`src/rtl/true_dual_port_bram.sv`:
```
// True dual-port block RAM with byte-lane writes, selectable read-during-write
// behaviour, optional output register, collision flag and post-reset clear.
module true_dual_port_bram #(
  parameter int unsigned p_ADDRESS_WIDTH  = 4,
  parameter int unsigned p_DATA_WIDTH     = 32,
  parameter int unsigned p_BYTE_WIDTH     = 8,
  parameter int unsigned p_READ_MODE      = 0,
  parameter int unsigned p_OUTPUT_REG     = 0,
  parameter int unsigned p_CLEAR_ON_RESET = 1
) (
  input  logic                                   i_CLK,
  input  logic                                   i_RESET,
  output logic                                   o_INIT_BUSY,
  output logic                                   o_COLLISION,
  input  logic                                   i_ENABLE_A,
  input  logic [p_DATA_WIDTH/p_BYTE_WIDTH-1:0]   i_WRITE_ENABLE_A,
  input  logic [p_ADDRESS_WIDTH-1:0]             i_ADDRESS_A,
  input  logic [p_DATA_WIDTH-1:0]                i_WRITE_DATA_A,
  output logic [p_DATA_WIDTH-1:0]                o_READ_DATA_A,
  output logic                                   o_READ_VALID_A,
  input  logic                                   i_ENABLE_B,
  input  logic [p_DATA_WIDTH/p_BYTE_WIDTH-1:0]   i_WRITE_ENABLE_B,
  input  logic [p_ADDRESS_WIDTH-1:0]             i_ADDRESS_B,
  input  logic [p_DATA_WIDTH-1:0]                i_WRITE_DATA_B,
  output logic [p_DATA_WIDTH-1:0]                o_READ_DATA_B,
  output logic                                   o_READ_VALID_B
);

  localparam int unsigned p_LANES     = p_DATA_WIDTH / p_BYTE_WIDTH;
  localparam int unsigned DEPTH       = 1 << p_ADDRESS_WIDTH;
  localparam int unsigned READ_FIRST  = 0;
  localparam int unsigned WRITE_FIRST = 1;

  typedef enum logic {S_CLEAR, S_RUN} state_t;

  function automatic logic [p_DATA_WIDTH-1:0] merge_lanes(
    input logic [p_DATA_WIDTH-1:0] old_word,
    input logic [p_DATA_WIDTH-1:0] wr_word,
    input logic [p_LANES-1:0]      lane_en
  );
    merge_lanes = old_word;
    for (int unsigned l = 0; l < p_LANES; l++) begin
      if (lane_en[l]) merge_lanes[l*p_BYTE_WIDTH +: p_BYTE_WIDTH] = wr_word[l*p_BYTE_WIDTH +: p_BYTE_WIDTH];
    end
  endfunction

  logic [p_DATA_WIDTH-1:0]    mem_q [DEPTH];
  state_t                     state_q, state_d;
  logic [p_ADDRESS_WIDTH-1:0] clr_cnt_q, clr_cnt_d;
  logic                       busy_q, busy_d;
  logic                       clr_we_c;
  logic                       coll_q, coll_d;
  logic [p_DATA_WIDTH-1:0]    rd_a_q, rd_a_d, rd_b_q, rd_b_d;
  logic                       rv_a_q, rv_a_d, rv_b_q, rv_b_d;

  logic                    acc_a_c, acc_b_c, wr_a_c, wr_b_c;
  logic [p_DATA_WIDTH-1:0] old_a_c, old_b_c;

  // Clear sequencer state register
  always_ff @(posedge i_CLK) begin
    if (i_RESET) begin
      state_q   <= (p_CLEAR_ON_RESET != 0) ? S_CLEAR : S_RUN;
      clr_cnt_q <= '0;
      busy_q    <= (p_CLEAR_ON_RESET != 0);
    end else begin
      state_q   <= state_d;
      clr_cnt_q <= clr_cnt_d;
      busy_q    <= busy_d;
    end
  end

  // Walk every address writing zero, then hand the ports over
  always_comb begin
    state_d   = state_q;
    clr_cnt_d = clr_cnt_q;
    clr_we_c  = 1'b0;
    if (state_q == S_CLEAR) begin
      clr_we_c  = 1'b1;
      clr_cnt_d = clr_cnt_q + p_ADDRESS_WIDTH'(1);
      if (&clr_cnt_q) state_d = S_RUN;
    end
    busy_d = (state_d == S_CLEAR);
  end

  assign acc_a_c = i_ENABLE_A & ~busy_q;
  assign acc_b_c = i_ENABLE_B & ~busy_q;
  assign wr_a_c  = |i_WRITE_ENABLE_A;
  assign wr_b_c  = |i_WRITE_ENABLE_B;
  assign old_a_c = mem_q[i_ADDRESS_A];
  assign old_b_c = mem_q[i_ADDRESS_B];

  // Port B lanes are assigned first so port A wins overlapping lanes
  always_ff @(posedge i_CLK) begin
    if (clr_we_c) mem_q[clr_cnt_q] <= '0;
    for (int unsigned l = 0; l < p_LANES; l++) begin
      if (acc_b_c && i_WRITE_ENABLE_B[l])
        mem_q[i_ADDRESS_B][l*p_BYTE_WIDTH +: p_BYTE_WIDTH] <= i_WRITE_DATA_B[l*p_BYTE_WIDTH +: p_BYTE_WIDTH];
    end
    for (int unsigned l = 0; l < p_LANES; l++) begin
      if (acc_a_c && i_WRITE_ENABLE_A[l])
        mem_q[i_ADDRESS_A][l*p_BYTE_WIDTH +: p_BYTE_WIDTH] <= i_WRITE_DATA_A[l*p_BYTE_WIDTH +: p_BYTE_WIDTH];
    end
  end

  // First read stage; data holds when no new result is produced
  always_comb begin
    rd_a_d = rd_a_q;
    rv_a_d = 1'b0;
    rd_b_d = rd_b_q;
    rv_b_d = 1'b0;
    if (acc_a_c) begin
      if (!wr_a_c || p_READ_MODE == READ_FIRST) begin
        rd_a_d = old_a_c;
        rv_a_d = 1'b1;
      end else if (p_READ_MODE == WRITE_FIRST) begin
        rd_a_d = merge_lanes(old_a_c, i_WRITE_DATA_A, i_WRITE_ENABLE_A);
        rv_a_d = 1'b1;
      end
    end
    if (acc_b_c) begin
      if (!wr_b_c || p_READ_MODE == READ_FIRST) begin
        rd_b_d = old_b_c;
        rv_b_d = 1'b1;
      end else if (p_READ_MODE == WRITE_FIRST) begin
        rd_b_d = merge_lanes(old_b_c, i_WRITE_DATA_B, i_WRITE_ENABLE_B);
        rv_b_d = 1'b1;
      end
    end
    coll_d = acc_a_c && acc_b_c && (i_ADDRESS_A == i_ADDRESS_B)
             && (|(i_WRITE_ENABLE_A & i_WRITE_ENABLE_B));
  end

  always_ff @(posedge i_CLK) begin
    if (i_RESET) begin
      rd_a_q <= '0;
      rv_a_q <= 1'b0;
      rd_b_q <= '0;
      rv_b_q <= 1'b0;
      coll_q <= 1'b0;
    end else begin
      rd_a_q <= rd_a_d;
      rv_a_q <= rv_a_d;
      rd_b_q <= rd_b_d;
      rv_b_q <= rv_b_d;
      coll_q <= coll_d;
    end
  end

  assign o_INIT_BUSY = busy_q;
  assign o_COLLISION = coll_q;

  if (p_OUTPUT_REG != 0) begin : g_out_reg
    logic [p_DATA_WIDTH-1:0] out_a_q, out_a_d, out_b_q, out_b_d;
    logic                    ov_a_q, ov_a_d, ov_b_q, ov_b_d;

    always_comb begin
      out_a_d = rd_a_q;
      ov_a_d  = rv_a_q;
      out_b_d = rd_b_q;
      ov_b_d  = rv_b_q;
    end

    always_ff @(posedge i_CLK) begin
      if (i_RESET) begin
        out_a_q <= '0;
        ov_a_q  <= 1'b0;
        out_b_q <= '0;
        ov_b_q  <= 1'b0;
      end else begin
        out_a_q <= out_a_d;
        ov_a_q  <= ov_a_d;
        out_b_q <= out_b_d;
        ov_b_q  <= ov_b_d;
      end
    end

    assign o_READ_DATA_A  = out_a_q;
    assign o_READ_VALID_A = ov_a_q;
    assign o_READ_DATA_B  = out_b_q;
    assign o_READ_VALID_B = ov_b_q;
  end else begin : g_no_out_reg
    assign o_READ_DATA_A  = rd_a_q;
    assign o_READ_VALID_A = rv_a_q;
    assign o_READ_DATA_B  = rd_b_q;
    assign o_READ_VALID_B = rv_b_q;
  end

endmodule

```
`config.mk`:
```
export PLATFORM = sky130hd
export DESIGN_NAME = true_dual_port_bram
export DESIGN_NICKNAME = d
export VERILOG_FILES = /design/src/rtl/true_dual_port_bram.sv
export SDC_FILE = /design/constraint.sdc
export NUM_CORES = 1
export LEC_CHECK = 0
export CORE_UTILIZATION = 50
export CTS_CLUSTER_SIZE = 12
export DETAILED_ROUTE_END_ITERATION = 10
export GPL_ROUTABILITY_DRIVEN = 0
export HOLD_SLACK_MARGIN = 0.06
export PLACE_DENSITY = 0.7
export SETUP_SLACK_MARGIN = 0.1
export SLEW_MARGIN = 10
export SYNTH_ARGS = -nofsm -noshare
export SYNTH_HDL_FRONTEND = slang
export SYNTH_SLANG_ARGS = --single-unit
```
`constraint.sdc`:
```
create_clock -name i_CLK -period 2.3 [get_ports i_CLK]
set_input_delay 0.23 -clock i_CLK [delete_from_list [all_inputs] [get_ports i_CLK]]
set_output_delay 0.23 -clock i_CLK [all_outputs]
set_load 0.05 [all_outputs]
```
==> results, run 1 <==
- The run finished with clean final reports.
- The number of CTS-inserted buffers is 60.
- The nature of the critical path endpoint is a primary output.
- The slowest stage of the critical path belongs to the cell clkdlybuf4s50_1.
- The most frequent standard cell in the layout excluding fill and tap cells is a22o_1.
- Cells with a size suffix above 1 make up 23.6% of the layout.
- Across the VDD grid, the largest voltage drop is 0.000674 V.
- Headroom to the max-slew limit came out at between 30% and 40%.
- Across every metal layer, demand over resource in global routing totals about a third.
- The number of buffer cells added on primary ports is about 150.
- STA classifies the critical path startpoint as a flip-flop.
- The height of the die is between 200 and 300 um.
- Traced cell by cell, the critical path runs through clkdlybuf4s50_1.
- The register area share after synthesis is 50.5%.
- The count of flip-flops with a built-in enable after synthesis is 512.
- Measured along the x axis, the die boundary spans around 260 um.
- The later-pin clock latency in the skew report is 0.63 ns.
- The startpoint of the lowest-slack register-to-register path is clr_cnt_q[2].
- The sum of overflow across all layers after global routing is 0.
- Setup violations remaining at the end of the flow were counted as 0.
- The H-tree was split into 2 levels.
- After detailed routing, the number of remaining DRC violations is 0.
- The min-delay analysis places its worst path in the category input pin to flip-flop.
- Yosys printed 0 warnings.
- The area enclosed by the die boundary is 67700 sq um.
- Entering global routing, the biggest net connects 61 pins.
- about 150 I/O pins were placed.
- The number of sinks driven by the clock tree is between 500 and 600.
- The overall power after layout is 0.0236 W.
- Counting every net in the synthesized netlist gives 2633.
- For this configuration, the core starts out at a cell density of 50.6%.
- Tracing the worst setup path back leads to its startpoint at o_READ_DATA_B[9].
- The areal power density over the cells is just under 600 nW/um^2.
- Fill cells in the final layout number 4963.
- A synthesized cell averages 13.1 sq um.
- The CTS tree is yes.
- The detailed router finished its first iteration with 3431 violations.
- The tool flagged a number of max-cap violations equal to 0.
- The number of antenna diodes in the final layout is 0.
- The number of synthesized register bits is approximately 600.
- The routed wire length is between 100 and 150 mm.
- In the final routed layout, each cell accounts on average for 31.9 um.
- The total core area is 65900 sq um.
- The netlist uses a little over 60 different library cells.
- The largest stage delay on the critical path is between 0.8 and 0.9 ns.
- The biggest fanout along the worst timing path is 2.
- The number of pins with negative max-slew slack in the final report is 0.
- At the pin with the least slew margin, the transition time is between 0.9 and 1 ns.
- The worst hold slack across all endpoints is 0.201 ns.
- The number of rows in the core area is 94.
- The synthesized netlist occupies a cell area of 33300 sq um.
- The source of the worst hold timing path is i_RESET.
- The worst setup slack for register-to-register paths is 0.18 ns.
- The number of failing hold endpoints at the final stage came to 0.
- Based on the critical path, the design can be clocked at up to 461 MHz.
- The detailed-route via count is between 20000 and 30000.
- Clock-pin slew was measured on the worst setup and hold paths at about 0.06 ns.
- The number of placed instances, taps included, is 3588.
- Gates resized during post-CTS repair numbered 0.
- Leaving out fill and tap cells, the most frequent cells in the layout are 513 x a22o_1, 512 x edfxtp_1, 301 x mux2i_1.
- At the worst endpoint, the required time is 2.07 ns.
- The HPWL after detailed placement is between 80 and 90 mm.
- In the routed layout, each cell is associated on average with a via count of 7.08.
- In this run the cell area measured after placement is 38500 sq um.
- The area growth from synthesis to layout is 20.9%.
- The first global-routing pass estimated 171 mm of wire.
- The number of standard cells in the final layout excluding fillers is 3697.
- In this run the remaining antenna-violating nets after routing total 0.
- The maximum buffer depth of the clock tree is 3.
- The number of instances in the synthesized netlist is 2545.
- The final critical-path share of the clock period is 94.3%.
- For this run, the detailed router's first-pass iteration total came to 6.
- The total leakage power is 14.1 nW.
- The hold buffer count at cts is 0.
- Of all flip-flops after synthesis, the portion carrying an async set or reset was 0%.
- Together, buffers and inverters on the worst path number 1.
- The clock period minus final worst setup slack is 2.17 ns.
- Clock tree synthesis selected as its root buffer the cell clkbuf_16.
- The cell family contributing the most delay on the critical path is buffers and inverters.
- The net count of the finished layout is 2874.
- The finished cells cover 40300 sq um.
- The via count of the first global-routing pass is 25800.
- The clock skew after layout is 0.0193 ns.
- The total negative slack for setup checks is 0 ns.
- The most used flip-flop cell after synthesis is edfxtp_1.
- Once the clock tree was built, the setup fixing pass inserted 0 buffers.
- The worst setup path is of the flip-flop to primary output kind.
- Setup repair after global routing left no endpoint under its margin.
- Data arrives at the worst endpoint at between 1.5 and 2 ns.
- The number of antenna violations at the first check in global routing is 2.
-- metal layers --
layer,wire length (um),GRT usage [%],vias up
met5,12,0,-
met4,6200,16.6,2
met3,14500,10.8,397
met2,55000,55.4,1879
met1,42400,42.6,13000
li1,-,-,10900
-- through the flow --
stage | setup WS (ns) | util, %
floorplan | 0.247 | -
global route | 0.124 | 61.2
global placement | -0.183 | 58.4
CTS | 0.120 | 61.2
detailed placement | -0.180 | 58.4
finish | 0.132 | 61.2
-- flip-flops by register name (all words and copies together), names as in the netlist --
| signal | cells |
|---|---|
| o_READ_VALID_A | 1 |
| o_READ_VALID_B | 1 |
| o_INIT_BUSY | 1 |
| o_READ_DATA_B | 32 |
| o_READ_DATA_A | 32 |
| o_COLLISION | 1 |
| state_q | 1 |
| mem_q | 512 |
| clr_cnt_q | 4 |
-- Yosys cell counts (all sizes together) (25+ instances only) --
| library cell | count | area (sq um) |
|---|---|---|
| a21oi | 25 | 125 |
| a22o | 513 | 4490 |
| a22oi | 129 | 968 |
| a32oi | 30 | 263 |
| buf | 175 | 987 |
| clkbuf | 119 | 460 |
| dfxtp | 73 | 1460 |
| edfxtp | 512 | 15400 |
| mux2i | 301 | 3010 |
| mux4 | 106 | 2390 |
| nand2 | 97 | 364 |
| nand3b | 69 | 531 |
| nor2 | 157 | 1060 |
| o22ai | 72 | 450 |
-- cell type report --
class / count / area [sq um] / share of cell area (%)
Clock buffer: 94 / 1750 / 4.34
Clock inverter: 15 / 92.6 / 0.230
Inverter: 6 / 22.5 / 0.0559
Multi-Input combinational cell: 1660 / 15100 / 37.4
Sequential cell: 585 / 16800 / 41.8
Tap cell: 864 / 1080 / 2.68
Timing Repair Buffer: 473 / 5430 / 13.5
-- power by group --
| group | internal (W) | switching (W) |
|---|---|---|
| Sequential | 0.0117 | 0.000140 |
| Clock | 0.00528 | 0.00404 |
| Combinational | 0.000988 | 0.00152 |
-- final timing paths --
check	to	cells after the start
setup reg to reg	mem_q[7][4]	4
hold / removal	o_READ_VALID_B	4
setup / recovery	o_READ_DATA_B[9]	1
hold reg to reg	o_READ_DATA_B[16]	2
-- kinds of logic (layout without fill, tap and decap cells) --
kind of cell	Yosys count	in the layout	synth area share, %
AO/OA/AOI/OAI	815	815	19.9
flip-flops	585	585	50.5
AND/OR/NAND/NOR	418	418	8.36
multiplexers	416	416	16.5
buffers and inverters	300	588	4.41
XOR/XNOR	7	7	0.184
adder cells (fa/ha/maj)	4	4	0.150
No activity file was read; power rests on OpenSTA's default activity.
==> run 2: changes to the inputs <==
--- a/config.mk
+++ b/config.mk
@@ -5,6 +5,7 @@
 export SDC_FILE = /design/constraint.sdc
 export NUM_CORES = 1
 export LEC_CHECK = 0
+export CAP_MARGIN = 30
 export CORE_UTILIZATION = 50
 export CTS_CLUSTER_SIZE = 12
 export DETAILED_ROUTE_END_ITERATION = 10
@@ -12,7 +13,6 @@
 export HOLD_SLACK_MARGIN = 0.06
 export PLACE_DENSITY = 0.7
 export SETUP_SLACK_MARGIN = 0.1
-export SLEW_MARGIN = 10
 export SYNTH_ARGS = -nofsm -noshare
 export SYNTH_HDL_FRONTEND = slang
 export SYNTH_SLANG_ARGS = --single-unit
==> results of run 2 <==
Final layout, timing and power as in run 1 (identical DEF).
